--- config.mk ---
export PLATFORM = sky130hd
export DESIGN_NAME = gate_bist
export DESIGN_NICKNAME = d
export VERILOG_FILES = /design/src/rtl/gate_bist_pkg.sv /design/src/rtl/gate_bist_popcount.sv /design/src/rtl/gate_bist.sv
export SDC_FILE = /design/constraint.sdc
export NUM_CORES = 1
export LEC_CHECK = 0
export ABC_AREA = 1
export CELL_PAD_IN_SITES_DETAIL_PLACEMENT = 0
export CELL_PAD_IN_SITES_GLOBAL_PLACEMENT = 2
export CORE_UTILIZATION = 25
export CTS_CLUSTER_SIZE = 30
export DETAILED_ROUTE_END_ITERATION = 10
export GPL_TIMING_DRIVEN = 0
export PLACE_DENSITY = 0.68
export SLEW_MARGIN = 5
export SYNTH_ARGS = -nofsm -noshare
export SYNTH_HDL_FRONTEND = slang
export SYNTH_SLANG_ARGS = --single-unit
--- constraint.sdc ---
create_clock -name clk -period 6.35 [get_ports clk]
set_input_delay 1.27 -clock clk [delete_from_list [all_inputs] [get_ports clk]]
set_output_delay 1.27 -clock clk [all_outputs]
set_load 0.005 [all_outputs]
--- src/rtl/gate_bist_pkg.sv ---
// gate_bist_pkg: shared types and constants for the gate_bist self-test engine.
//   state_t   - sweep FSM states
//   TT_*      - 4-bit truth tables, bit index = {a,b}
//   ERR_W     - width of the saturating mismatch counter
//   CNT_W     - width of the settle counter (SETTLE is 1..15)
//   sat_add() - saturating add used by the mismatch counter
package gate_bist_pkg;

    typedef enum logic [2:0] {
        ST_IDLE,
        ST_DRIVE,
        ST_SETTLE,
        ST_CHECK,
        ST_FINISH
    } state_t;

    localparam logic [3:0] TT_NOR  = 4'h1;
    localparam logic [3:0] TT_NAND = 4'h7;
    localparam logic [3:0] TT_AND  = 4'h8;
    localparam logic [3:0] TT_OR   = 4'hE;
    localparam logic [3:0] TT_IMPL = 4'hB;

    localparam int ERR_W = 6;
    localparam int CNT_W = 4;

    localparam logic [ERR_W-1:0] ERR_MAX = '1;

    // Adds inc to acc and clamps at ERR_MAX instead of wrapping.
    function automatic logic [ERR_W-1:0] sat_add(input logic [ERR_W-1:0] acc,
                                                 input logic [ERR_W-1:0] inc);
        logic [ERR_W:0] sum;
        sum = {1'b0, acc} + {1'b0, inc};
        return sum[ERR_W] ? ERR_MAX : sum[ERR_W-1:0];
    endfunction

endpackage

--- src/rtl/gate_bist_popcount.sv ---
// bist_popcount: combinational population count of the per-gate mismatch vector.
//   bits  in  N   one bit per gate, 1 = mismatch
//   count out ERR_W  number of set bits (N <= 32, so it always fits)
module bist_popcount
    import gate_bist_pkg::*;
#(
    parameter int N = 8
) (
    input  logic [N-1:0]     bits,
    output logic [ERR_W-1:0] count
);

    // NOTE: every variable written in always_comb gets a default first, so no
    // path leaves it unassigned and no latch is inferred.
    always_comb begin
        count = '0;
        for (int i = 0; i < N; i++) begin
            count = count + ERR_W'(bits[i]);
        end
    end

endmodule

--- src/rtl/gate_bist.sv ---
// gate_bist: on-chip stimulus/checker for up to 32 two-input gates.
// Sweeps {a,b} through 00,01,10,11, waits SETTLE cycles after each vector,
// then compares every gate output with its expected truth-table bit.
//   clk            in   system clock
//   rst            in   synchronous active-high reset
//   start          in   one-cycle sweep request, honoured only in IDLE
//   a, b           out  stimulus operands shared by all gates
//   dut_out        in   gate outputs, bit g from gate g
//   busy           out  high in DRIVE, SETTLE and CHECK
//   done           out  one-cycle pulse in FINISH
//   pass           out  held: 1 when the last sweep saw no mismatch
//   fail_vec       out  held: bit g set if gate g ever mismatched
//   first_fail_idx out  held: {a,b} of the first vector with a mismatch
//   err_count      out  held: mismatching (gate,vector) pairs, saturating
module gate_bist
    import gate_bist_pkg::*;
#(
    parameter int                   N_GATES   = 8,
    parameter logic [4*N_GATES-1:0] EXP_TABLE = 32'hBBEE_8871,
    parameter int                   SETTLE    = 2
) (
    input  logic               clk,
    input  logic               rst,
    input  logic               start,
    output logic               a,
    output logic               b,
    input  logic [N_GATES-1:0] dut_out,
    output logic               busy,
    output logic               done,
    output logic               pass,
    output logic [N_GATES-1:0] fail_vec,
    output logic [1:0]         first_fail_idx,
    output logic [ERR_W-1:0]   err_count
);

    // The counter is loaded with SETTLE-1 and SETTLE moves on when it reads
    // zero, so the FSM spends exactly SETTLE cycles in SETTLE.
    localparam logic [CNT_W-1:0] SETTLE_LOAD = CNT_W'(SETTLE - 1);

    state_t             state;
    state_t             next_state;
    logic [1:0]         vec;
    logic [CNT_W-1:0]   settle_cnt;
    logic [N_GATES-1:0] mismatch;
    logic [ERR_W-1:0]   mis_count;

    // Expected bit for gate g at the current vector is EXP_TABLE[4g + vec].
    always_comb begin
        mismatch = '0;
        for (int g = 0; g < N_GATES; g++) begin
            mismatch[g] = dut_out[g] ^ EXP_TABLE[4*g + int'(vec)];
        end
    end

    bist_popcount #(
        .N(N_GATES)
    ) u_popcount (
        .bits (mismatch),
        .count(mis_count)
    );

    // NOTE: sequential state is written with non-blocking assignments so every
    // register samples the values from before the clock edge.
    always_ff @(posedge clk) begin
        if (rst) state <= ST_IDLE;
        else     state <= next_state;
    end

    always_comb begin
        next_state = state;
        busy       = 1'b0;
        done       = 1'b0;
        unique case (state)
            ST_IDLE: begin
                if (start) next_state = ST_DRIVE;
            end
            ST_DRIVE: begin
                busy       = 1'b1;
                next_state = ST_SETTLE;
            end
            ST_SETTLE: begin
                busy = 1'b1;
                if (settle_cnt == '0) next_state = ST_CHECK;
            end
            ST_CHECK: begin
                busy = 1'b1;
                next_state = (vec == 2'd3) ? ST_FINISH : ST_DRIVE;
            end
            ST_FINISH: begin
                done       = 1'b1;
                next_state = ST_IDLE;
            end
            default: next_state = ST_IDLE;
        endcase
    end

    always_ff @(posedge clk) begin
        if (rst) begin
            a              <= 1'b0;
            b              <= 1'b0;
            vec            <= 2'd0;
            settle_cnt     <= '0;
            pass           <= 1'b0;
            fail_vec       <= '0;
            first_fail_idx <= 2'd0;
            err_count      <= '0;
        end else begin
            unique case (state)
                ST_IDLE: begin
                    if (start) begin
                        vec            <= 2'd0;
                        pass           <= 1'b0;
                        fail_vec       <= '0;
                        first_fail_idx <= 2'd0;
                        err_count      <= '0;
                    end
                end
                ST_DRIVE: begin
                    a          <= vec[1];
                    b          <= vec[0];
                    settle_cnt <= SETTLE_LOAD;
                end
                ST_SETTLE: begin
                    if (settle_cnt != '0) settle_cnt <= settle_cnt - 1'b1;
                end
                ST_CHECK: begin
                    fail_vec  <= fail_vec | mismatch;
                    err_count <= sat_add(err_count, mis_count);
                    // fail_vec is cleared at start, so zero means nothing
                    // has failed yet in this sweep.
                    if ((|mismatch) && (fail_vec == '0)) first_fail_idx <= vec;
                    // pass is settled here so it is already valid while done
                    // is high in FINISH.
                    if (vec == 2'd3) pass <= ((fail_vec | mismatch) == '0);
                    else             vec  <= vec + 2'd1;
                end
                default: ;
            endcase
        end
    end

endmodule

==> run_results.csv, run 1 <==
group,metric,value,unit
grt,grt_pass1_vias,1591,
cts,cts_made_buffers,3,
worst_setup_path,cp-start-kind,"primary input",
min_path,min_path_cells,2,
sta,clock_skew,0.00459,ns
place,gp_congestion,0.807,
logic_synthesis,synth_cells,264,
place,place_hpwl,3.62,mm
drt,first_pass_iters,4,
grt,grtUsageTotal,13.3,%
logic_synthesis,yosysSeqAreaShare,30.9,%
sta,period_minus_slack,5.36,ns
worst_setup_path,cp.arrival,5.57,ns
cts,clk_pin_slew_worst_paths,0.10,ns
power_and_ir_drop,p_per_area,279,nW/um^2
flow_run,maxCapViolCount,0,
die,die_y,87.2,um
worst_setup_path,crit_type,"in -> reg",
logic_synthesis,synth_edf_count,0,
worst_setup_path,cp_num_cells,20,
finish,diodes,0,
cts,cts_buffer_depth,2,
drt,wl,4.58,mm
die,start_util,26.3,%
power_and_ir_drop,p_leak,0.00102,uW
worst_setup_path,critPathMaxStageDelay,0.51,ns
worst_setup_path,critPathTopFamily,"adder cells",
cts,cts_hold_buf,0,
cts,worstSkewPairLatency,0.28,ns
sta,fin_setup_tns,0,ns
power_and_ir_drop,p_comb_share,45.2,%
logic_synthesis,ys_warn_count,0,
logic_synthesis,synth_ff_type,"dfxtp_1",
cts,cts_sinks,28,
sta,max_slew_margin,61.6,%
min_path,hold_class,"reg -> reg",
finish,final_cell_mix,"nand2_1 (68), inv_1 (39), clkdlybuf4s50_1 (30)",
grt,antenna_found_initial,0,
cts,cts_tree,"done",
logic_synthesis,syn_area,1810,um^2
drt,initialDrtViolationCount,43,
sta,setup_violations,0,
worst_setup_path,required,6.56,ns
finish,finalInstanceArea,2310,um^2
worst_setup_path,reg2reg_depth,22,
logic_synthesis,syn_nets,293,
sta,tightest_slew,0.576,ns
power_and_ir_drop,intPower,404,uW
logic_synthesis,yosys-top-cells-area,"dfxtp_1 (31%), nand2_1 (14%), ha_1 (9.0%), inv_1 (8.1%), a21oi_1 (6.9%)",
logic_synthesis,synth_cell_types,30,
logic_synthesis,synth_top_area_share,30.9,%
cts,h-tree-depth,1,
sta,max_freq,186,MHz
grt,grt_overflow,0,
grt,grt_first_pass_wirelength,7.71,mm
drt,drc,0,
power_and_ir_drop,p_sw,239,uW
cts,cts_resized,0,
place,place_area,2230,um^2
worst_setup_path,cp-end-kind,"flop",
sta,min_period_over_period,84.4,%
finish,layout-drive-gt1-share,8.05,%
cts,cts_root_buf,"clkbuf_8",
die,die-area,7600,um^2
power_and_ir_drop,switching_share,37.2,%
die,rows,30,
drt,ant_nets,0,
die,coreArea,6910,um^2
logic_synthesis,synth_area_per_cell,6.87,um^2
die,pin_count,32,
run_status,outcome,"complete, no violations",
logic_synthesis,yosysTopAreaCell,"dfxtp_1",
power_and_ir_drop,vdd_drop_max,0.110,mV
worst_setup_path,cp_cell_sequence,"clkdlybuf4s50_1 -> or2_2 -> nand2_1 -> inv_1 -> ha_1 -> inv_1 -> fa_1 -> fa_1 -> inv_1 -> fa_1 -> inv_1 -> fa_1 -> fa_1 -> inv_1 -> nand3_1 -> nand2_1 -> nand2_1 -> nor2_1 -> o21ai_0 -> a21oi_1",
worst_setup_path,path_buf_inv,6,
place,numPortBuffers,30,
logic_synthesis,synthArstFlopShare,0,%
finish,finish.utilization,33.4,%
power_and_ir_drop,pwr-share-seq,32.5,%
die,fp.dieW,87.2,um
drt,viasPerCell,4.22,
sta,rsz0062_at_grt,"no",
drt,vias,1662,
power_and_ir_drop,p_clk_share,22.2,%
worst_setup_path,cp_max_fo,4,
sta,maxSlewViolCount,0,
sta,hold_viol,0,
drt,wire_per_inst,11.6,um
worst_setup_path,cp_slowest_cell,"fa_1",
finish,final_common_cell,"nand2_1",
finish,layout.nets,328,
cts,cts_setup_buffers,0,
finish,area_growth,27.1,%
logic_synthesis,synth_seq_cells,28,
grt,grt_max_degree,17,
==> cell usage after synthesis, drive strengths merged (3+ instances only) <==
cell type   n
a21oi      25
ha         13
o21ai      13
nor2       26
inv        46
dfxtp      28
nand2      72
a211oi      3
nor3        6
nand3      10
xnor2       3
or2         4
fa          5
==> worst paths after layout <==
path | startpoint | end | slack, ns
worst min register to register | fail_vec[1] | fail_vec[1] | 0.49
worst max-delay path | dut_out[1] | err_count[3] | 0.99
worst max register to register | vec[0] | err_count[3] | 1.61
worst min-delay path | fail_vec[1] | fail_vec[1] | 0.49
==> power by group through the flow <==
stage,clock [uW],sequential [uW],combinational [uW]
3_5_place_dp,0,214,296
6_report,143,209,291
4_1_cts,150,210,298
3_3_place_gp,0,214,297
2_1_floorplan,0,211,214
5_1_grt,156,212,341
==> kinds of logic after synthesis <==
group / after synthesis / share of synthesized area, %
buf+inv: 49 / 10.2
xor+xnor: 4 / 1.93
fa+ha+maj: 18 / 14.5
flops: 28 / 30.9
compound gates: 45 / 13.9
simple gates: 120 / 28.6
==> registers in the layout, indices dropped and copies added, names as in the netlist <==
| signal | count |
|---|---|
| fail_vec | 8 |
| err_count | 6 |
| settle_cnt | 4 |
| state | 3 |
| first_fail_idx | 2 |
| vec | 2 |
| a | 1 |
| b | 1 |
| pass | 1 |
==> layout make-up <==
| class | count | area (um^2) |
|---|---|---|
| Fill cell | 794 | 4600 |
| Buffer | 3 | 12.5 |
| Timing Repair Buffer | 30 | 300 |
| Tap cell | 96 | 120 |
| Clock inverter | 1 | 30.0 |
| Sequential cell | 28 | 561 |
| Multi-Input combinational cell | 187 | 1070 |
| Inverter | 46 | 173 |
| Clock buffer | 3 | 41.3 |
==> layer usage <==
layer	GRT usage, %	vias to the layer above	part of all wire, %
met5	0	-	0
met2	21.1	23	43
met3	2.65	4	2.7
met4	2.53	0	0.85
li1	-	896	-
met1	18.6	739	54
==> through the flow <==
stage / setup WS, ns / hold slack, ns / instances / power (uW)
detailed placement: 0.648 / 0.474 / 390 / 510
global route: 0.668 / 0.517 / 394 / 709
CTS: 0.935 / 0.491 / 394 / 658
finish: 0.988 / 0.491 / 394 / 643
global placement: 0.642 / 0.465 / 390 / 511
floorplan: 1.42 / 0.469 / 264 / 425
==> tightest hold or removal path: cells and delay by family, from the launching register on <==
family           cells  cell delay, ns
flip-flops           1            0.34
AO/OA/AOI/OAI        1            0.05
AND/OR/NAND/NOR      1            0.06
(Power assumes the default switching activity.)
==> run 2, diff against run 1 <==
Clock period 6.35 ns to 4.99 ns, I/O delays scaled along.
==> run_results.csv, run 2 (synthesized netlist as in run 1, its figures left out) <==
group,metric,value,unit
run_status,outcome,"complete, no violations",
min_path,min_from,"fail_vec[1]",
cts,cts_made_buffers,3,
finish,finish.utilization,34.2,%
worst_setup_path,startpoint,"dut_out[1]",
sta,max_freq,219,MHz
place,gp_congestion,0.807,
finish,regMostFlops,"fail_vec",
place,numPortBuffers,30,
cts,worstSkewPairLatency,0.28,ns
cts,h-tree-depth,1,
finish,area_growth,30.1,%
drt,ant_nets,0,
finish,nFillCells,792,
cts,cts_tree,"done",
grt,antenna_found_initial,0,
drt,viasPerCell,4.25,
power_and_ir_drop,p_total,840,uW
cts,clk_pin_slew_worst_paths,0.10,ns
finish,largest_register_ffs,8,
finish,multiInputGateArea,1100,um^2
worst_setup_path,cp-end-kind,"flop",
place,place_hpwl,3.62,mm
finish,layout.nets,330,
die,pin_count,32,
worst_setup_path,cp-start-kind,"primary input",
worst_setup_path,r2r-start,"vec[0]",
power_and_ir_drop,p_leak,0.00105,uW
worst_setup_path,required,5.20,ns
sta,max_slew_margin,61.7,%
finish,final_cell_mix,"nand2_1 (65), inv_1 (37), dfxtp_1 (28), clkdlybuf4s50_1 (28), a21oi_1 (25)",
worst_setup_path,cp_max_fo,4,
grt,grt_pass1_vias,1587,
grt,grtUsageTotal,13.3,%
cts,cts_hold_buf,0,
sta,clock_skew,0.00582,ns
finish,diodes,0,
drt,vias,1684,
grt,grt_max_degree,17,
drt,drc,0,
finish,layout-drive-gt1-share,11.7,%
sta,min_period_over_period,91.6,%
finish,regArea,561,um^2
sta,tightest_slew,0.575,ns
die,rows,30,
drt,initialDrtViolationCount,52,
drt,wl,4.65,mm
drt,first_pass_iters,4,
cts,cts_sinks,28,
finish,reg.largest.list,"fail_vec x8, err_count x6, settle_cnt x4",
sta,setup_violations,0,
flow_run,maxCapViolCount,0,
sta,hold_viol,0,
die,coreArea,6910,um^2
sta,rsz0062_at_grt,"no",
finish,final_common_cell,"nand2_1",
die,die_y,87.2,um
die,die-area,7600,um^2
power_and_ir_drop,vdd_drop_max,0.142,mV
grt,grt_overflow,0,
worst_setup_path,crit_type,"in -> reg",
sta,maxSlewViolCount,0,
cts,cts_buffer_depth,2,
min_path,hold_class,"reg -> reg",
cts,cts_root_buf,"clkbuf_8",
sta,period_minus_slack,4.57,ns
worst_setup_path,cp.arrival,4.78,ns
power_and_ir_drop,p_per_area,356,nW/um^2
die,start_util,26.3,%
die,fp.dieW,87.2,um
grt,grt_first_pass_wirelength,7.71,mm
drt,wire_per_inst,11.8,um
-- run 2: cell count changes in the layout (fill, tap and decap cells not counted), sizes merged --
cell	delta
buf	+2
clkdlybuf4s50	-2
dlymetal6s2s	+2
-- run 2: routing by layer --
layer  up-vias  wire length (um)  GRT usage [%]  share of wire [%]
met3         4               138           2.65                3.0
li1        902                 -              -                  -
met4         0                38           2.53               0.82
met2        25              2020           21.2                 43
met5         -                 0              0                  0
met1       753              2450           18.6                 53
-- run 2: path summary, 6_finish.rpt --
path                   to  slack [ns]  cells past startpoint
min           fail_vec[1]        0.49                      2
max          err_count[2]        0.42                     20
min reg2reg   fail_vec[1]        0.49                      2
max reg2reg  err_count[2]        0.47                     22
-- run 2: final cells by class --
cell class,instances,area share (%)
Buffer,3,0.530
Clock buffer,3,1.75
Sequential cell,28,23.8
Clock inverter,1,1.27
Timing Repair Buffer,32,13.6
Tap cell,96,5.09
Inverter,46,7.32
Multi-Input combinational cell,187,46.7
-- run 2: through the flow --
step	std cells	worst slack (ns)	hold WS (ns)	area, um^2	setup TNS [ns]
4_1_cts	394	0.00208	0.491	2310	0
2_1_floorplan	264	0.331	0.469	1810	0
6_report	396	0.418	0.491	2360	0
3_5_place_dp	390	-0.440	0.474	2230	-2.21
3_3_place_gp	390	-0.446	0.465	2230	-2.22
5_1_grt	396	0.143	0.517	2360	0
-- run 2: power breakdown --
group / total, uW / switching, uW / internal [uW]
combinational: 392 / 222 / 170
sequential: 266 / 17.9 / 248
clock: 182 / 74.5 / 108
-- run 2: critical path: stages --
cell	delay [ns]
dlymetal6s2s_1	0.13
or2_4	0.26
nand2_4	0.07
inv_1	0.04
ha_1	0.26
inv_1	0.05
fa_1	0.48
fa_1	0.51
inv_2	0.04
fa_2	0.39
inv_2	0.06
fa_1	0.44
fa_2	0.39
inv_1	0.06
nand3_1	0.06
nand2_1	0.09
nand2_2	0.09
nor2_4	0.13
o21ai_0	0.10
a21oi_1	0.13
-- run 2: timing repair --
action	in CTS	in global routing
setup buffers	0	2
pin swaps	3	12
setup endpoints to repair	5	6
gates resized for setup	3	15
